--- src/rtl/div_pkg.sv ---
// Shared definitions for the sequential divider: operand width, iteration count,
// FSM state encoding and the divide-by-zero quotient value.
package div_pkg;

  localparam int DIV_W    = 16;
  localparam int DIV_ITER = 16;
  localparam int CNT_W    = $clog2(DIV_ITER);

  localparam logic [CNT_W-1:0] CNT_LAST  = CNT_W'(DIV_ITER - 1);
  localparam logic [DIV_W-1:0] DIV0_QUOT = 16'hFFFF;

  typedef enum logic [1:0] {
    IDLE = 2'd0,
    RUN  = 2'd1,
    DONE = 2'd2
  } div_state_t;

endpackage

--- src/rtl/sub16pre.sv ---
// 17-bit adder with carry-in fixed at 1 (sum = a + b + 1), built from four
// 4-bit carry-lookahead blocks plus a final ripple bit for bit 16.
module sub16pre (
  input  logic [16:0] a,
  input  logic [16:0] b,
  output logic [16:0] sum
);

  logic [15:0] g;
  logic [15:0] p;
  logic [15:0] c;
  logic [4:0]  bc;

  assign g     = a[15:0] & b[15:0];
  assign p     = a[15:0] ^ b[15:0];
  assign bc[0] = 1'b1;

  for (genvar k = 0; k < 4; k++) begin : gen_cla
    localparam int B = 4 * k;

    assign c[B]     = bc[k];
    assign c[B+1]   = g[B] | (p[B] & bc[k]);
    assign c[B+2]   = g[B+1] | (p[B+1] & g[B]) | (p[B+1] & p[B] & bc[k]);
    assign c[B+3]   = g[B+2] | (p[B+2] & g[B+1]) | (p[B+2] & p[B+1] & g[B])
                    | (p[B+2] & p[B+1] & p[B] & bc[k]);
    assign bc[k+1]  = g[B+3] | (p[B+3] & g[B+2]) | (p[B+3] & p[B+2] & g[B+1])
                    | (p[B+3] & p[B+2] & p[B+1] & g[B])
                    | ((&p[B+3:B]) & bc[k]);
  end

  assign sum[15:0] = p ^ c;
  assign sum[16]   = a[16] ^ b[16] ^ bc[4];

endmodule

--- src/rtl/div16seq.sv ---
// Sequential 16-bit unsigned restoring divider: one quotient bit per cycle using
// sub16pre as the trial subtractor, with a start/busy/done handshake.
module div16seq
  import div_pkg::*;
(
  input  logic             clk,
  input  logic             rst_n,
  input  logic             start,
  input  logic [DIV_W-1:0] dividend,
  input  logic [DIV_W-1:0] divisor,
  output logic             busy,
  output logic             done,
  output logic [DIV_W-1:0] quotient,
  output logic [DIV_W-1:0] remainder,
  output logic             div0
);

  div_state_t       state;
  div_state_t       state_nxt;
  logic [DIV_W-1:0] q_reg;
  logic [DIV_W-1:0] r_reg;
  logic [DIV_W-1:0] d_reg;
  logic [CNT_W-1:0] cnt;
  logic             div0_reg;

  logic [DIV_W:0]   r_shift;
  logic [DIV_W:0]   sub_b;
  logic [DIV_W:0]   trial;

  // a + ~{0,D} + 1 is R' - D modulo 2^17, so trial[16] is the exact sign bit.
  assign r_shift = {r_reg, q_reg[DIV_W-1]};
  assign sub_b   = ~{1'b0, d_reg};

  sub16pre u_trial (
    .a   (r_shift),
    .b   (sub_b),
    .sum (trial)
  );

  // NOTE: state registers use non-blocking assignments so every flop samples
  // the pre-edge values of its neighbours, independent of block ordering.
  always_ff @(posedge clk or negedge rst_n) begin
    if (!rst_n) state <= IDLE;
    else        state <= state_nxt;
  end

  // NOTE: the default assignment at the top keeps state_nxt driven on every
  // path, so no latch is inferred for unlisted cases.
  always_comb begin
    state_nxt = state;
    case (state)
      IDLE:    if (start) state_nxt = (divisor == '0) ? DONE : RUN;
      RUN:     if (cnt == CNT_LAST) state_nxt = DONE;
      DONE:    state_nxt = IDLE;
      default: state_nxt = IDLE;
    endcase
  end

  always_ff @(posedge clk or negedge rst_n) begin
    if (!rst_n) begin
      q_reg    <= '0;
      r_reg    <= '0;
      d_reg    <= '0;
      cnt      <= '0;
      div0_reg <= 1'b0;
    end else begin
      case (state)
        IDLE: begin
          if (start) begin
            if (divisor == '0) begin
              q_reg    <= DIV0_QUOT;
              r_reg    <= dividend;
              div0_reg <= 1'b1;
            end else begin
              q_reg    <= dividend;
              r_reg    <= '0;
              d_reg    <= divisor;
              cnt      <= '0;
              div0_reg <= 1'b0;
            end
          end
        end
        RUN: begin
          // Restore by keeping the shifted remainder when the trial went negative.
          if (!trial[DIV_W]) begin
            r_reg <= trial[DIV_W-1:0];
            q_reg <= {q_reg[DIV_W-2:0], 1'b1};
          end else begin
            r_reg <= r_shift[DIV_W-1:0];
            q_reg <= {q_reg[DIV_W-2:0], 1'b0};
          end
          cnt <= cnt + 1'b1;
        end
        default: ;
      endcase
    end
  end

  always_comb begin
    busy      = (state != IDLE);
    done      = (state == DONE);
    quotient  = q_reg;
    remainder = r_reg;
    div0      = div0_reg;
  end

endmodule

--- config.mk ---
export PLATFORM = sky130hd
export DESIGN_NAME = div16seq
export DESIGN_NICKNAME = d
export VERILOG_FILES = /design/src/rtl/div_pkg.sv /design/src/rtl/sub16pre.sv /design/src/rtl/div16seq.sv
export SDC_FILE = /design/constraint.sdc
export NUM_CORES = 1
export LEC_CHECK = 0
export CORE_ASPECT_RATIO = 1.75
export CORE_UTILIZATION = 47
export DETAILED_ROUTE_END_ITERATION = 8
export PLACE_DENSITY_LB_ADDON = 0.3
export SKIP_CTS_REPAIR_TIMING = 1
export SLEW_MARGIN = 20
export SYNTH_ARGS = -nofsm -noshare
export SYNTH_HDL_FRONTEND = slang
export SYNTH_SLANG_ARGS = --single-unit
--- constraint.sdc ---
create_clock -name clk -period 2.3 [get_ports clk]
set_input_delay 0.345 -clock clk [delete_from_list [all_inputs] [get_ports clk]]
set_output_delay 0.345 -clock clk [all_outputs]
set_load 0.05 [all_outputs]
==> impl_results.md <==
* Sinks on Clock Net at 55
* Met3 Usage GRT at 3.884%
* Clock Skew at 7.509 ps
* Post-synth ARST share at 100.0%
* CTS Buffer Depth at 2
* Clock-pin slew on the worst setup and hold paths at 70 ps
* Largest net degree at the start of global routing at 39
* CP max FO at 4
* M2 GR Usage at 52.59%
* Top_reg_cell synth: dfrtp_1
* RSZ-0062 raised after global routing: yes
* HPWL Detailed at 7955 um
* Number of synthesized flops with an enable pin at 0
* Root Buffer: clkbuf_16
* Avg Inst Size Synth at 9.590 sq um
* Tmin final at 2363 ps
* Gpl congestion at 0.9673
* Global-route wire length before repair at 16380 um
* Setup CP Type: reg -> reg
* Row count at 40
* Seq/Total Area, Yosys at 40.43%
* FMAX at 0.4233 GHz
* Avg WL per Cell at 18.99 um
* Slowest stage cell on the critical path: fa_1
* Worst path cell trace: inv_2 > ha_4 > a21o_1 > a31o_4 > a32oi_2 > nand3_1 > nand2_1 > fa_1 > mux2_4 > o21ai_2
* Vias in the first global route at 3286
* Die area at 0.007601 sq mm
* Mapped Area at 0.003405 sq mm
* Total grt overflow at 0
* Worst Hold Class: in -> async
* Worst Max-Slew Pin Slew at 561.0 ps
* Final Cycle Share at 102.7%
* Residual DRC count at 0
* Worst hold margin at 7.832 ps
* Final hold violations at 0
* Failing checks: setup timing
* Layout fillers at 516
* Via count at 3210
* Initial antenna violation count at 0
* Worst setup EP type: register
* Final setup vio count at 2
* Syn nets at 411
* H-tree Lvls at 2
* Nets at 520
* Layout cell share with drive strength beyond 1 at 29.68%
* N_diodes at 0
* Worst setup margin at -62.55 ps
* CTS tree: done
* CP Data Required Time at 2530 ps
* GRT Max-Usage Layer: met2
* Starting Density at 48.94%
* Final Max Tran Viols at 0
* Number of synthesized register bits at 55
* Area Growth Syn to Fin at 46.16%
* Max stage delay on crit path at 410 ps
* Flop-to-flop setup slack at -60 ps
* M1 GR Usage at 32.02%
* Die Ht at 114.6 um
* Post-synth cell types at 53
* Pre-Repair DR Iteration Count at 4
* GRT Overall Usage at 29.25%
* Max cap viols at 0
* Normalized max-slew margin at 62.48%
* Final antenna-violating net count at 0
* Later-pin clock latency in the skew report at 300 ps
* Post-Syn Instances at 355
* Die W at 66.34 um
* Core area at 0.006957 sq mm
* Outcome: complete, but fails checks
* Routed wire length at 10430 um
* IO Port Bufs at 69
* IO Count at 70
* DR iter-0 viols at 155
* CP arrival at 2590 ps
* Cts bufs inserted at 5
* Critical Path Start Type: register
* Synth warn at 0
* Via-per-instance ratio at 5.847
## Yosys cell counts, drive strengths merged (2+ instances only)
| cell | n | area (sq um) |
|---|---|---|
| dfrtp | 55 | 1376 |
| nand2 | 31 | 121.4 |
| nor2 | 23 | 86.33 |
| mux2 | 22 | 247.7 |
| inv | 21 | 78.83 |
| o21ai | 21 | 112.6 |
| nor3 | 20 | 111.4 |
| ha | 18 | 225.2 |
| o31ai | 16 | 120.1 |
| a21oi | 15 | 82.58 |
| clkbuf | 13 | 48.80 |
| a22oi | 12 | 90.09 |
| nand3 | 9 | 45.04 |
| mux2i | 8 | 80.08 |
| xnor2 | 6 | 52.55 |
| buf | 5 | 32.53 |
| xor2 | 5 | 43.79 |
| a21o | 4 | 30.03 |
| a31oi | 4 | 25.02 |
| and3 | 4 | 25.02 |
| nand2b | 4 | 25.02 |
| nor4 | 4 | 25.02 |
| a22o | 3 | 26.28 |
| and4 | 3 | 26.28 |
| fa | 3 | 60.06 |
| o211ai | 3 | 27.52 |
| a311oi | 2 | 23.77 |
| a32oi | 2 | 17.52 |
| and2 | 2 | 12.51 |
| nand4 | 2 | 12.51 |
| nor2b | 2 | 12.51 |
| or2 | 2 | 12.51 |
| or3 | 2 | 12.51 |
## kinds of logic (layout without fill, tap and decap cells)
kind of cell	Yosys count	count (layout)	synth area share, %
simple gates	110	110	15.95
compound gates	89	89	18.08
mux	30	30	9.629
xor+xnor	11	11	2.830
fa+ha+maj	21	21	8.379
flops	55	55	40.43
buf+inv	39	149	4.704
## placed cells by master (no fill, tap or decap), types with 3 or more instances in the layout
cell	n
xnor2_1	6
nor3_1	19
nand2b_1	4
nor4_1	4
mux2_2	19
o31ai_1	16
nand3_1	7
buf_12	5
ha_4	10
xor2_1	5
o21ai_1	3
a22oi_1	12
fa_1	3
o21ai_0	14
mux2i_1	7
buf_4	46
inv_2	7
and3_1	3
dfrtp_2	16
nor2_1	23
a31oi_1	4
ha_1	8
clkdlybuf4s50_1	68
nand2_2	3
o21ai_2	4
nand2_1	28
inv_1	14
dfrtp_1	39
a21o_1	4
a21oi_1	12
clkbuf_16	5
a22o_1	3
## final timing paths
kind | start | endpoint | cells past startpoint
setup / recovery | d_reg[5]$_DFFE_PN0P_ | remainder[12]$_DFFE_PN0P_ | 10
hold / removal | rst_n | cnt[1]$_DFFE_PN0P_ | 1
setup reg to reg | d_reg[5]$_DFFE_PN0P_ | remainder[12]$_DFFE_PN0P_ | 10
hold reg to reg | d_reg[6]$_DFFE_PN0P_ | d_reg[6]$_DFFE_PN0P_ | 1
max in group asynchronous | rst_n | remainder[6]$_DFFE_PN0P_ | 2
min in group clk | d_reg[6]$_DFFE_PN0P_ | d_reg[6]$_DFFE_PN0P_ | 1
## critical path, delay by kind of cell (launching register included)
| kind | cells | cell delay (ps) |
|---|---|---|
| AO/OA/AOI/OAI | 4 | 680 |
| adder cells (fa/ha/maj) | 2 | 620 |
| buffers and inverters | 1 | 80 |
| flip-flops | 1 | 400 |
| multiplexers | 1 | 280 |
| AND/OR/NAND/NOR | 2 | 230 |
## layout make-up
type	instances	area, sq um	area share (%)
clock buffer	6	138.9	2.791
clock inverter	2	35.03	0.7040
inverter	21	78.83	1.584
multi-input combinational	261	2091	42.02
sequential	55	1396	28.06
tap	84	105.1	2.112
timing repair buffer	120	1131	22.73
## through the flow
| stage | cells | instance area (sq um) | util [%] | setup TNS [ps] | setup WS (ps) |
|---|---|---|---|---|---|
| CTS | 547 | 4868 | 69.98 | -284.0 | -94.69 |
| detailed placement | 539 | 4695 | 67.48 | -205.3 | -79.96 |
| global placement | 539 | 4695 | 67.48 | -21.91 | -21.91 |
| finish | 549 | 4976 | 71.53 | -89.20 | -62.55 |
| floorplan | 355 | 3568 | - | -75.05 | -75.05 |
| global route | 549 | 4976 | 71.53 | -607.8 | -136.2 |
## routing by layer
layer / vias to the layer above / wire, um
met5: - / 0
li1: 1510 / -
met2: 98 / 5773
met1: 1580 / 3919
met3: 22 / 354
met4: 0 / 380
Power is left out: the tool's default activity adds up to more than one toggle a clock period on the data nets, which glitch-free logic cannot reach.
==> patch 1 (same settings) <==
Change the package constant `DIV_ITER` from 16 to 32.
--- a/src/rtl/div_pkg.sv
+++ b/src/rtl/div_pkg.sv
@@ -3,7 +3,7 @@
 package div_pkg;
 
   localparam int DIV_W    = 16;
-  localparam int DIV_ITER = 16;
+  localparam int DIV_ITER = 32;
   localparam int CNT_W    = $clog2(DIV_ITER);
 
   localparam logic [CNT_W-1:0] CNT_LAST  = CNT_W'(DIV_ITER - 1);
Check against the original RTL: same outputs for any inputs over 4 cycles, from zero or initial values and one cycle with rst_n low; that may be too few to reach the edited logic, so the function may still have changed.
==> patch 1 against the original RTL <==
Critical endpoint is now remainder[3]$_DFFE_PN0P_; critical path depth unchanged; final area decreased by 1.2%; synthesized area is 0.88% higher; the run still ends with negative setup slack left; wire length decreased by 5.7%; sequential cell count is 1 higher; worst setup slack lost 0.29 ns; global-route usage shrank 2.2 points; largest cell class unchanged.
Power is left out: the tool's default activity adds up to more than one toggle a clock period on the data nets, which glitch-free logic cannot reach.
==> patch 1: results (changes against the original RTL) <==
metric,value,unit,change
"Net Count, Synth",430,,+4.6%
largest net degree at the start of global routing,35,,-10%
critical path data arrival time,2.86,ns,+0.27 ns
post-DP HPWL,7180,um,-9.8%
distinct cell type count after synthesis,52,,-1.9%
port buffer count,69,,unchanged
worst-path fanout max,6,,+2
per-cell routed wire length,17.1,um,-10%
first-pass GRT wire length,15500,um,-5.3%
dpl ws,-0.321,ns,-0.241 ns
most common cell in the netlist,dfrtp_1,,
clock buffer depth,2,,unchanged
initial antenna violation count,0,,unchanged
Yosys Warn Count,0,,unchanged
fraction of layout cells with a size suffix above 1,24.4,%,-5.2 points
CTS Buf Count,5,,unchanged
Diodes inserted,0,,unchanged
drt via density,5.56,,-4.9%
synth cell count leaders,"dfrtp_1, nand2_1, nor2_1",,
clk_lat worst skew,0.30,ns,about the same
clk slew on worst S/H paths,0.07,ns,about the same
final worst setup slack,-0.348,ns,-0.285 ns
nets,547,,+5.2%
CTS H-tree lvls,2,,unchanged
Inst Count DP,560,,+3.9%
number of global-route vias before repair,3250,,-1.1%
status,"complete, but fails checks",,
RePlAce Congestion,0.878,,-9.3%
post-synthesis async set-or-reset flop share,100,%,unchanged
drt first pass iters,4,,unchanged
Final Setup Violations,17,,+15
"Seq/Total Area, Yosys",40.8,%,+0.38 points
Post-Layout Cell Count,575,,+4.7%
HP Class,in -> async,,
initial DRC count,152,,-1.9%
Root Driver,clkbuf_16,,
"top cells by area, synth","dfrtp_1, ha_1, nand2_1",,
Synth Instances,373,,+5.1%
total global-route track usage,27.1,%,-2.2 points
Rel. slew slack,55.5,%,-7.0 points
clock skew,0.00551,ns,-0.00200 ns
failing checks,negative setup slack,,
-- patch 1: metrics by stage --
stage | setup TNS [ns] | area (um^2)
final | -4.18 | 4920
after global routing | -5.54 | 4920
after CTS | -4.16 | 4810
after floorplan | -2.75 | 3500
after global placement | -7.30 | 4660
after detailed placement | -7.41 | 4660
-- patch 1: path summary, 6_finish.rpt --
| kind | slack, ns | endpoint | cells after the start | from |
|---|---|---|---|---|
| hold reg to reg | 0.51 | cnt[0]$_DFFE_PN0P_ | 1 | cnt[0]$_DFFE_PN0P_ |
| setup reg to reg | -0.35 | remainder[3]$_DFFE_PN0P_ | 10 | remainder[1]$_DFFE_PN0P_ |
| min in group clk | 0.51 | cnt[0]$_DFFE_PN0P_ | 1 | cnt[0]$_DFFE_PN0P_ |
| max in group asynchronous | 1.60 | remainder[0]$_DFFE_PN0P_ | 2 | rst_n |
| hold / removal | 0.07 | d_reg[4]$_DFFE_PN0P_ | 1 | rst_n |
| setup / recovery | -0.35 | remainder[3]$_DFFE_PN0P_ | 10 | remainder[1]$_DFFE_PN0P_ |
-- patch 1: cell families after synthesis --
kind of cell | synth area share, %
compound gates | 18.4
xor+xnor | 4.66
fa+ha+maj | 8.67
buf+inv | 4.70
flops | 40.8
mux | 5.06
simple gates | 17.7
-- patch 1: per-layer routing --
layer  routed length, um  GRT usage [%]
met5                   0              0
met4                 276           11.9
met3                 480           4.07
met2                5220           47.6
met1                3850           31.8
-- patch 1: final cells by class --
cell class / instances / area [um^2]
Inverter: 22 / 82.6
Timing Repair Buffer: 130 / 1190
Multi-Input combinational cell: 275 / 1970
Clock buffer: 8 / 146
Sequential cell: 56 / 1420
Tap cell: 84 / 105
Fill cell: 541 / 2040
-- patch 1: critical path, stage by stage, from the launching register on --
cell and delay [ns]:
dfrtp_2 0.42, ha_2 0.19, or3_4 0.37, o221a_4 0.28, a21oi_4 0.25, o211ai_4 0.11, nand2_4 0.16, xor2_4 0.18
buf_12 0.15, mux2_4 0.30, a22oi_2 0.13
==> patch 2 (config.mk and constraints unchanged) <==
Without the edit above. Register the output `quotient`, without a reset; this adds one clock of latency there. The other outputs are not delayed to match. Comments in the files are not updated.
--- a/src/rtl/div16seq.sv
+++ b/src/rtl/div16seq.sv
@@ -14,6 +14,8 @@
   output logic [DIV_W-1:0] remainder,
   output logic             div0
 );
+
+  logic [DIV_W-1:0] quotient_d;
 
   div_state_t       state;
   div_state_t       state_nxt;
@@ -99,10 +101,14 @@
   always_comb begin
     busy      = (state != IDLE);
     done      = (state == DONE);
-    quotient  = q_reg;
+    quotient_d = q_reg;
     remainder = r_reg;
     div0      = div0_reg;
   end
 
+  always_ff @(posedge clk) begin
+    quotient <= quotient_d;
+  end
+
 endmodule
 
Check against the original RTL: not equivalent (Yosys sat finds a counterexample within 4 cycles, from zero or initial values and one cycle with rst_n low).
==> patch 2 against the original RTL <==
The run still ends with negative setup slack left; maximum frequency down 0.18%; wire length up 4.9%; final area up 11%; clock skew about the same; hold slack better by 0.39 ns; worst setup slack worse by 0.0042 ns; synthesized area up 13%; sequential cell count up 16.
Power is left out: the tool's default activity adds up to more than one toggle a clock period on the data nets, which glitch-free logic cannot reach.
==> patch 2: results (changes against the original RTL) <==
metric,value,unit,change
#FFs+latches synth,71,,+29%
clk_lat worst skew,0.34,ns,+0.04 ns
final instance area,0.00551,mm^2,+11%
Core Box Area,0.00791,mm^2,+14%
final worst setup slack,-0.0667,ns,-0.00419 ns
"Largest stage delay, worst path",0.47,ns,+0.06 ns
initial DRC count,236,,+52%
drt via density,5.81,,-0.62%
clock skew,0.00711,ns,-0.000399 ns
total global-route track usage,26.8,%,-2.4 points
placed cell area,0.00510,mm^2,+8.7%
#MultiIn Comb,299,,+15%
Fillers,599,,+16%
HP Class,reg -> reg,,
fraction of layout cells with a size suffix above 1,24.2,%,-5.5 points
status,"complete, but fails checks",,
distinct cell type count after synthesis,61,,+15%
Final non-clock buffer share,20.9,%,-1.9 points
Final Setup Violations,11,,+9
post-synthesis async set-or-reset flop share,77.5,%,-23 points
nets,585,,+13%
critical path data arrival time,2.63,ns,+0.04 ns
"Net Count, Synth",473,,+15%
first-pass GRT wire length,17300,um,+5.8%
post-DP HPWL,8370,um,+5.2%
failing checks,negative setup slack,,
CTS Buf Count,9,,+4
area of the multi-input gates,0.00215,mm^2,+3.0%
Rel. slew slack,65.8,%,+3.3 points
## patch 2: cell count changes after synthesis, sizes merged, moves of 12 or more
cell / delta
dfxtp: +16
o21ai: +25
nor2: +14
mux2: -20
a22oi: -12
a21oi: +14
## patch 2: worst paths after layout
| check | from | end | slack, ns | depth (start not counted) |
|---|---|---|---|---|
| max reg2reg | remainder[2]$_DFFE_PN0P_ | remainder[8]$_DFFE_PN0P_ | -0.07 | 7 |
| max | remainder[2]$_DFFE_PN0P_ | remainder[8]$_DFFE_PN0P_ | -0.07 | 7 |
| min | q_reg[0]$_DFFE_PN0P_ | quotient[0]$_DFF_P_ | 0.40 | 0 |
| min in group asynchronous | rst_n | d_reg[4]$_DFFE_PN0P_ | 0.45 | 2 |
| min reg2reg | q_reg[0]$_DFFE_PN0P_ | quotient[0]$_DFF_P_ | 0.40 | 0 |
| max in group asynchronous | rst_n | remainder[6]$_DFFE_PN0P_ | 1.23 | 3 |
